**config.mk**
```make
export PLATFORM = sky130hd
export DESIGN_NAME = pc_sequencer
export DESIGN_NICKNAME = d
export VERILOG_FILES = /design/src/rtl/cpu_pkg.sv /design/src/rtl/pc_sequencer_ras_stack.sv /design/src/rtl/pc_sequencer.sv
export SDC_FILE = /design/constraint.sdc
export NUM_CORES = 1
export LEC_CHECK = 0
export CAP_MARGIN = 20
export CORE_ASPECT_RATIO = 0.75
export CORE_MARGIN = 1
export CORE_UTILIZATION = 45
export CTS_BUF_LIST = sky130_fd_sc_hd__clkbuf_8 sky130_fd_sc_hd__clkbuf_16
export CTS_CLUSTER_DIAMETER = 40
export CTS_CLUSTER_SIZE = 16
export DETAILED_ROUTE_END_ITERATION = 8
export PLACE_DENSITY = 0.87
export SYNTH_ARGS = -nofsm -noshare
export SYNTH_HDL_FRONTEND = slang
export SYNTH_SLANG_ARGS = --single-unit
```
**constraint.sdc**
```tcl
create_clock -name clk -period 3 [get_ports clk]
set_input_delay 0.45 -clock clk [delete_from_list [all_inputs] [get_ports clk]]
set_output_delay 0.45 -clock clk [all_outputs]
set_load 0.01 [all_outputs]
```
**src/rtl/cpu_pkg.sv**
```systemverilog
// cpu_pkg: shared definitions for the 16-bit CPU core.
//   OP_CALL / OP_RET / OP_HALT : control-flow opcodes found in instr[15:12]
//   pc_t                       : 16-bit program-counter type
//   seq_state_e                : program-counter sequencer FSM states
package cpu_pkg;

  localparam logic [3:0] OP_CALL = 4'hD;
  localparam logic [3:0] OP_RET  = 4'hE;
  localparam logic [3:0] OP_HALT = 4'hF;

  typedef logic [15:0] pc_t;

  typedef enum logic {
    RUN    = 1'b0,
    HALTED = 1'b1
  } seq_state_e;

endpackage

```
**src/rtl/pc_sequencer_ras_stack.sv**
```systemverilog
// ras_stack: circular return-address LIFO.
//   clk, rst_n  : clock, asynchronous active-low reset
//   push, pop   : one operation per cycle (push wins if both are raised)
//   push_data   : address stored on push
//   top         : most recently pushed address still on the stack
//   empty       : no entries held
//   err         : single-cycle pulse, push while full or pop while empty
// Pushing while full overwrites the oldest entry; popping while empty leaves
// the pointer where it is.
module ras_stack #(
  parameter int DEPTH = 4,
  parameter int W     = 16
) (
  input  logic         clk,
  input  logic         rst_n,
  input  logic         push,
  input  logic         pop,
  input  logic [W-1:0] push_data,
  output logic [W-1:0] top,
  output logic         empty,
  output logic         err
);

  localparam int PW = (DEPTH > 1) ? $clog2(DEPTH) : 1;
  localparam int CW = $clog2(DEPTH + 1);

  logic [W-1:0]  r_mem [DEPTH];
  logic [PW-1:0] r_head;   // next slot to write
  logic [CW-1:0] r_count;  // valid entries, saturates at DEPTH
  logic [PW-1:0] w_head_inc;
  logic [PW-1:0] w_head_dec;
  logic          w_full;

  assign w_head_inc = (r_head == PW'(DEPTH - 1)) ? '0 : r_head + 1'b1;
  assign w_head_dec = (r_head == '0) ? PW'(DEPTH - 1) : r_head - 1'b1;
  assign w_full     = (r_count == CW'(DEPTH));
  assign empty      = (r_count == '0);
  assign top        = r_mem[w_head_dec];
  assign err        = (push && w_full) || (!push && pop && empty);

  always_ff @(posedge clk or negedge rst_n) begin
    if (!rst_n) begin
      r_head  <= '0;
      r_count <= '0;
      for (int i = 0; i < DEPTH; i++) r_mem[i] <= '0;
    end else if (push) begin
      // The head wraps round, so a push while full lands on the oldest slot.
      r_mem[r_head] <= push_data;
      r_head        <= w_head_inc;
      if (!w_full) r_count <= r_count + 1'b1;
    end else if (pop && !empty) begin
      r_head  <= w_head_dec;
      r_count <= r_count - 1'b1;
    end
  end

endmodule

```
**src/rtl/pc_sequencer.sv**
```systemverilog
// pc_sequencer: program counter and control-flow sequencer (CALL/RET/HALT,
// taken branches) sitting ahead of instruction fetch.
//   clk, reset     : core clock, asynchronous active-low reset
//   stall          : hold the PC this cycle; no link write, no stack change
//   instr          : instruction at pc (combinational fetch)
//   branch_taken   : execute-stage branch taken, go to branch_target
//   lr_rdata       : current R7, the RET target without a stack
//   pc             : fetch address
//   lr_we/lr_wdata : R7 write for CALL (combinational, pc+1)
//   halted         : registered, 1 once HALT has retired
//   ras_err        : sticky stack overflow/underflow flag
//   dbg_state      : FSM state, for observation only
// Build option PC_SEQ_RAS_EN: adds a RAS_DEPTH-entry return-address stack;
// RET then takes the stack top (lr_rdata when the stack is empty). Without
// it RET always takes lr_rdata and ras_err is 0.
module pc_sequencer
  import cpu_pkg::*;
#(
  parameter int PC_W      = 16,
  parameter int RAS_DEPTH = 4
) (
  input  logic            clk,
  input  logic            reset,
  input  logic            stall,
  input  logic [15:0]     instr,
  input  logic            branch_taken,
  input  logic [PC_W-1:0] branch_target,
  input  logic [PC_W-1:0] lr_rdata,
  output logic [PC_W-1:0] pc,
  output logic            lr_we,
  output logic [PC_W-1:0] lr_wdata,
  output logic            halted,
  output logic            ras_err,
  output seq_state_e      dbg_state
);

  seq_state_e      r_state;
  seq_state_e      w_next_state;
  logic [PC_W-1:0] r_pc;
  logic [PC_W-1:0] w_next_pc;
  logic [PC_W-1:0] w_pc_inc;
  logic [PC_W-1:0] w_call_tgt;
  logic [PC_W-1:0] w_ret_tgt;
  logic [3:0]      w_op;
  logic            r_halted;
  logic            w_lr_we;
  logic            w_retire;

  assign w_op       = instr[15:12];
  assign w_pc_inc   = r_pc + 1'b1;  // wraps modulo 2^PC_W
  assign w_call_tgt = PC_W'(instr[11:0]);
  // Gated with reset so no link write escapes while reset is held.
  assign w_retire   = (r_state == RUN) && !stall && reset;

`ifdef PC_SEQ_RAS_EN
  logic            w_push;
  logic            w_pop;
  logic [PC_W-1:0] w_ras_top;
  logic            w_ras_empty;
  logic            w_ras_err;
  logic            r_ras_err;

  ras_stack #(
    .DEPTH (RAS_DEPTH),
    .W     (PC_W)
  ) u_ras (
    .clk       (clk),
    .rst_n     (reset),
    .push      (w_push),
    .pop       (w_pop),
    .push_data (w_pc_inc),
    .top       (w_ras_top),
    .empty     (w_ras_empty),
    .err       (w_ras_err)
  );

  assign w_push    = w_retire && (w_op == OP_CALL);
  assign w_pop     = w_retire && (w_op == OP_RET);
  assign w_ret_tgt = w_ras_empty ? lr_rdata : w_ras_top;

  always_ff @(posedge clk or negedge reset) begin
    if (!reset) r_ras_err <= 1'b0;
    else if (w_ras_err) r_ras_err <= 1'b1;
  end

  assign ras_err = r_ras_err;
`else
  assign w_ret_tgt = lr_rdata;
  assign ras_err   = 1'b0;
`endif

  always_comb begin
    w_next_state = r_state;
    w_next_pc    = r_pc;
    w_lr_we      = 1'b0;
    if (w_retire) begin
      // Decoded control opcodes take priority over a taken branch.
      case (w_op)
        OP_HALT: w_next_state = HALTED;
        OP_CALL: begin
          w_next_pc = w_call_tgt;
          w_lr_we   = 1'b1;
        end
        OP_RET:  w_next_pc = w_ret_tgt;
        default: w_next_pc = branch_taken ? branch_target : w_pc_inc;
      endcase
    end
  end

  always_ff @(posedge clk or negedge reset) begin
    if (!reset) begin
      r_state  <= RUN;
      r_pc     <= '0;
      r_halted <= 1'b0;
    end else begin
      r_state  <= w_next_state;
      r_pc     <= w_next_pc;
      r_halted <= (w_next_state == HALTED);
    end
  end

  assign pc        = r_pc;
  assign lr_we     = w_lr_we;
  assign lr_wdata  = w_pc_inc;
  assign halted    = r_halted;
  assign dbg_state = r_state;

endmodule

```
# After elaboration in Yosys (flattened, before gate mapping)
# Cells that the tools add are included.
# op_classes
add_sub_neg	1
n_eq_ne	3
muxes	4
bitwise_logic	2
n_reduce_logical	5
# ops
op	n
one-hot mux 16 bit (3 select lines)	1
adder 16 x 1 -> 16 bit (second input constant)	1
two-way mux 16 bit	1
== test 4 bit (second input constant)	3
AND reduction 2 bit	2
logical AND 1 bit	2
two-way mux 1 bit	2
inverter 1 bit	2
zero test 1 bit	1
# word_totals
regBits	17
input_bits	52
output_inout_bits	36
wordCells	17

# Logic depth before layout (Yosys ltp)
# logic_depth
word_depth	4
ltp_mapped	7
mapped_depth_nobuf	5

# Worst setup path after synthesis
# OpenSTA, ideal clock, no wires.
# synth_path
path_kind	register to output
startpoint	reg r_pc[0] (netlist: pc[0])
endpoint	out lr_wdata[14]
arrival_time_ns	1.415
required_ns	2.550
slack_ns	1.135
path_stages_with_launch	5
path_buffers	0
path_cell_list	dfrtp_1 > ha_1 > nand2_1 > nor4_2 > xor2_1
# synth_between
elab_chain_len	1
# synth_rtl
element	line_no	rtl
start: declaration	pc_sequencer.sv:39	logic [PC_W-1:0] r_pc;
start signal: assignment	pc_sequencer.sv:117	r_pc <= w_next_pc;
adder 16 x 1 -> 16 bit	pc_sequencer.sv:50	assign w_pc_inc = r_pc + 1'b1;
end: declaration	pc_sequencer.sv:31	output logic [PC_W-1:0] lr_wdata,
# No other way between the ends.

# Worst setup path in the final report
# layout_path
startpoint	reg r_pc[3] (netlist: pc[3])
endpoint	out lr_wdata[10]
# Same word-level chain as after synthesis.

==> impl_metrics.yaml <==
power_and_ir_drop:
  pwr-share-comb: 0.581
  vdd.ir_drop.worst_mv: 0.354
  p_sw_frac: 0.405
  power.internal_uw: 820
  power.switching_uw: 558
  power.static_leakage_nw: 1.04
  p_clk_frac: 0.126
  seq_power_share: 0.293
  power.density_nw_per_um2: 495
floorplan:
  floorplan.die.height_um: 57.7
  placement_rows: 19
  floorplan.initialDensity: 0.489
  top_level_ports: 88
  core_area_um2: 3800
  dieArea_um2: 4400
  width_of_the_die_um: 76.3
logic_synthesis:
  synth_sequential_area_ratio: 0.228
  synth.yosys.warnings: 0
  synth-edff-count: 0
  syn_nets: 288
  synth.ff_latch_count: 17
  synthArstFlopShare: 1.00
  syn_area_per_cell_um2: 7.92
  synth_cells: 235
  dominantRegCellSynth: "sky130_fd_sc_hd__dfrtp_1"
  syn_area_um2: 1860
  ys_types: 60
critical_path:
  worst-endpoint-required_ps: 2550
  timing.critical_path.arrival_ps: 2410
  worst_path_max_delay_cell: "sky130_fd_sc_hd__clkdlybuf4s50_1"
  worst_path_cell_chain: "nand4_2, nor3_1, xor2_1, clkdlybuf4s50_1"
  startpoint_type: "flip-flop"
  critPathCaptureType: "output pin"
  worst_path_largest_cell_delay_ps: 570
  crit_path_max_fanout: 12
  crit_type: "reg -> out"
finish:
  insertedDiodeCount: 0
  area_growth_syn_to_layout_pct: 49.5
  final_core_utilization: 0.732
  finalInstanceArea_um2: 2780
  nets_final: 365
  layout-drive-gt1-share: 0.0868
timing:
  hold_viol: 0
  final_max_slew_viol_count: 0
  grt_setup_unrepaired: "false"
  fin_crit_sh: 0.954
  finalCriticalPeriod_ps: 2860
  finalHoldWorstSlack_ps: 553
  timing.final.setup_violations: 0
  tns_ps: 0
  max_clock_freq_ghz: 0.349
  clock-skew-final_ps: 1.35
flow_run:
  max_cap_viol_count: 0
detailed_routing:
  detail_route.vias_per_cell: 6.08
  totalWireLength_um: 5890
  drt_iter0_drc: 171
  drt-pass1-iter-count: 5
  num_vias: 2207
  detail-route-antenna-nets: 0
  post-route-drc-count: 0
  wl_per_cell_um: 16.2
clocking:
  cts_tree: "yes"
  cts.clk_slew.worst_paths_ps: 70
  numClockSinks: 17
  htree_levels: 1
  worst_skew_pair.late_latency_ps: 250
  clk_path_buf_depth: 2
  cts-root-buf: "sky130_fd_sc_hd__clkbuf_8"
  postCtsHoldBufs: 0
  cts-buffers-inserted: 3
global_routing:
  grt_usage: 0.272
  number_of_global_route_vias_before_repair: 1996
  gr-total-overflow: 0
  antenna_found_initial: 0
  grt_max_degree: 29
  grt_first_pass_wirelength_um: 9530
status:
  status: "complete, no violations"
placement:
  routabilityCongestion: 0.908
  hpwlAfterDp_um: 4570
  dpl_cell_area_um2: 2730
  portBuffers: 86
worst_hold_path:
  worstHoldPathType: "reg -> reg"
[final timing paths]
| kind | from | to | slack, ps | cells past startpoint |
|---|---|---|---|---|
| setup / recovery | pc[3]$_DFFE_PN0P_ | lr_wdata[10] | 140 | 4 |
| hold / removal | pc[1]$_DFFE_PN0P_ | pc[1]$_DFFE_PN0P_ | 550 | 2 |
| setup reg to reg | pc[3]$_DFFE_PN0P_ | pc[8]$_DFFE_PN0P_ | 980 | 4 |
| hold reg to reg | pc[1]$_DFFE_PN0P_ | pc[1]$_DFFE_PN0P_ | 550 | 2 |
| max in group asynchronous | reset | pc[15]$_DFFE_PN0P_ | 2200 | 2 |
| min in group asynchronous | reset | pc[0]$_DFFE_PN0P_ | 590 | 2 |
[state kept, by name, summed over array words and instances, names as in the netlist]
name / count
halted: 1
pc: 16
[synth_stat cells (6+ instances only)]
cell type | instances | area share
sky130_fd_sc_hd__xnor2_1 | 7 | 0.033
sky130_fd_sc_hd__clkbuf_1 | 7 | 0.014
sky130_fd_sc_hd__nor2_1 | 19 | 0.038
sky130_fd_sc_hd__dfrtp_1 | 17 | 0.23
sky130_fd_sc_hd__xor2_1 | 7 | 0.033
sky130_fd_sc_hd__inv_1 | 8 | 0.016
sky130_fd_sc_hd__o21ai_0 | 7 | 0.019
sky130_fd_sc_hd__o31a_1 | 6 | 0.028
sky130_fd_sc_hd__buf_2 | 10 | 0.027
sky130_fd_sc_hd__nand2_1 | 18 | 0.036
sky130_fd_sc_hd__a21oi_1 | 21 | 0.056
sky130_fd_sc_hd__nand3b_1 | 14 | 0.056
[per-stage QoR]
step                total power [mW]  instances  worst slack [ps]
finish                          1.38        363               137
floorplan                      0.780        235              1140
global route                    1.46        363              55.3
CTS                             1.37        363               149
detailed placement              1.19        359               478
global placement                1.19        359               498
[routing by layer]
layer | up-vias | routed length, µm | GRT usage
li1 | 1036 | - | -
met1 | 1010 | 2650 | 0.376
met5 | - | 0 | 0
met2 | 149 | 2540 | 0.436
met4 | 0 | 112 | 0.0632
met3 | 12 | 590 | 0.0614
[cells by family (layout without fill, tap and decap cells)]
family	after synthesis	count (layout)	share of synthesized area
buffers and inverters	32	108	0.0854
adder cells (fa/ha/maj)	1	1	0.00672
XOR/XNOR	15	15	0.0746
AND/OR/NAND/NOR	89	89	0.290
other	1	1	0.00201
multiplexers	4	4	0.0228
AO/OA/AOI/OAI	76	76	0.290
flip-flops	17	17	0.228
[layout make-up]
cell class,instances,area (µm²)
multi-input cells,186,1290
clock buffers,3,41.3
fillers,314,1020
clock inverters,1,3.75
flip-flops and latches,17,425
well taps,52,65.1
inverters,9,33.8
repair buffers,95,928
[worst max-delay path: cells and delay by family, from the launching register on]
kind / cells / cell delay [ps]
xor+xnor: 1 / 230
simple gates: 2 / 860
flops: 1 / 500
buf+inv: 1 / 570
[cells in the final DEF, fill, tap and decap left out, types with 3 or more instances in the layout]
cell / instances
sky130_fd_sc_hd__o21ai_0: 7
sky130_fd_sc_hd__nand2b_1: 4
sky130_fd_sc_hd__inv_1: 9
sky130_fd_sc_hd__a21oi_1: 21
sky130_fd_sc_hd__nor3_1: 5
sky130_fd_sc_hd__o32a_1: 5
sky130_fd_sc_hd__xor2_1: 7
sky130_fd_sc_hd__o22ai_1: 4
sky130_fd_sc_hd__nor2_1: 19
sky130_fd_sc_hd__o21ai_1: 5
sky130_fd_sc_hd__dfrtp_1: 17
sky130_fd_sc_hd__a311oi_1: 5
sky130_fd_sc_hd__clkbuf_8: 3
sky130_fd_sc_hd__clkdlybuf4s50_1: 86
sky130_fd_sc_hd__xnor2_1: 7
sky130_fd_sc_hd__nand3b_1: 14
sky130_fd_sc_hd__o31a_1: 6
sky130_fd_sc_hd__nand2_1: 18
sky130_fd_sc_hd__nand3_1: 4
sky130_fd_sc_hd__nand4_1: 5
sky130_fd_sc_hd__buf_4: 9
[power groups by stage]
| stage | clock, mW | combinational [mW] | sequential, mW |
|---|---|---|---|
| after floorplan | 0 | 0.386 | 0.394 |
| after global placement | 0 | 0.786 | 0.399 |
| after detailed placement | 0 | 0.790 | 0.403 |
| after CTS | 0.175 | 0.796 | 0.399 |
| after global routing | 0.185 | 0.860 | 0.413 |
| final | 0.174 | 0.800 | 0.404 |
[timing repair]
item / 4_1_cts / 5_1_grt
setup buffers: 0 / 0
setup endpoints to repair: 0 / 1
hold endpoints to repair: 0 / 0
resized for setup: 0 / 1
Power figures use the tool's default switching activity.
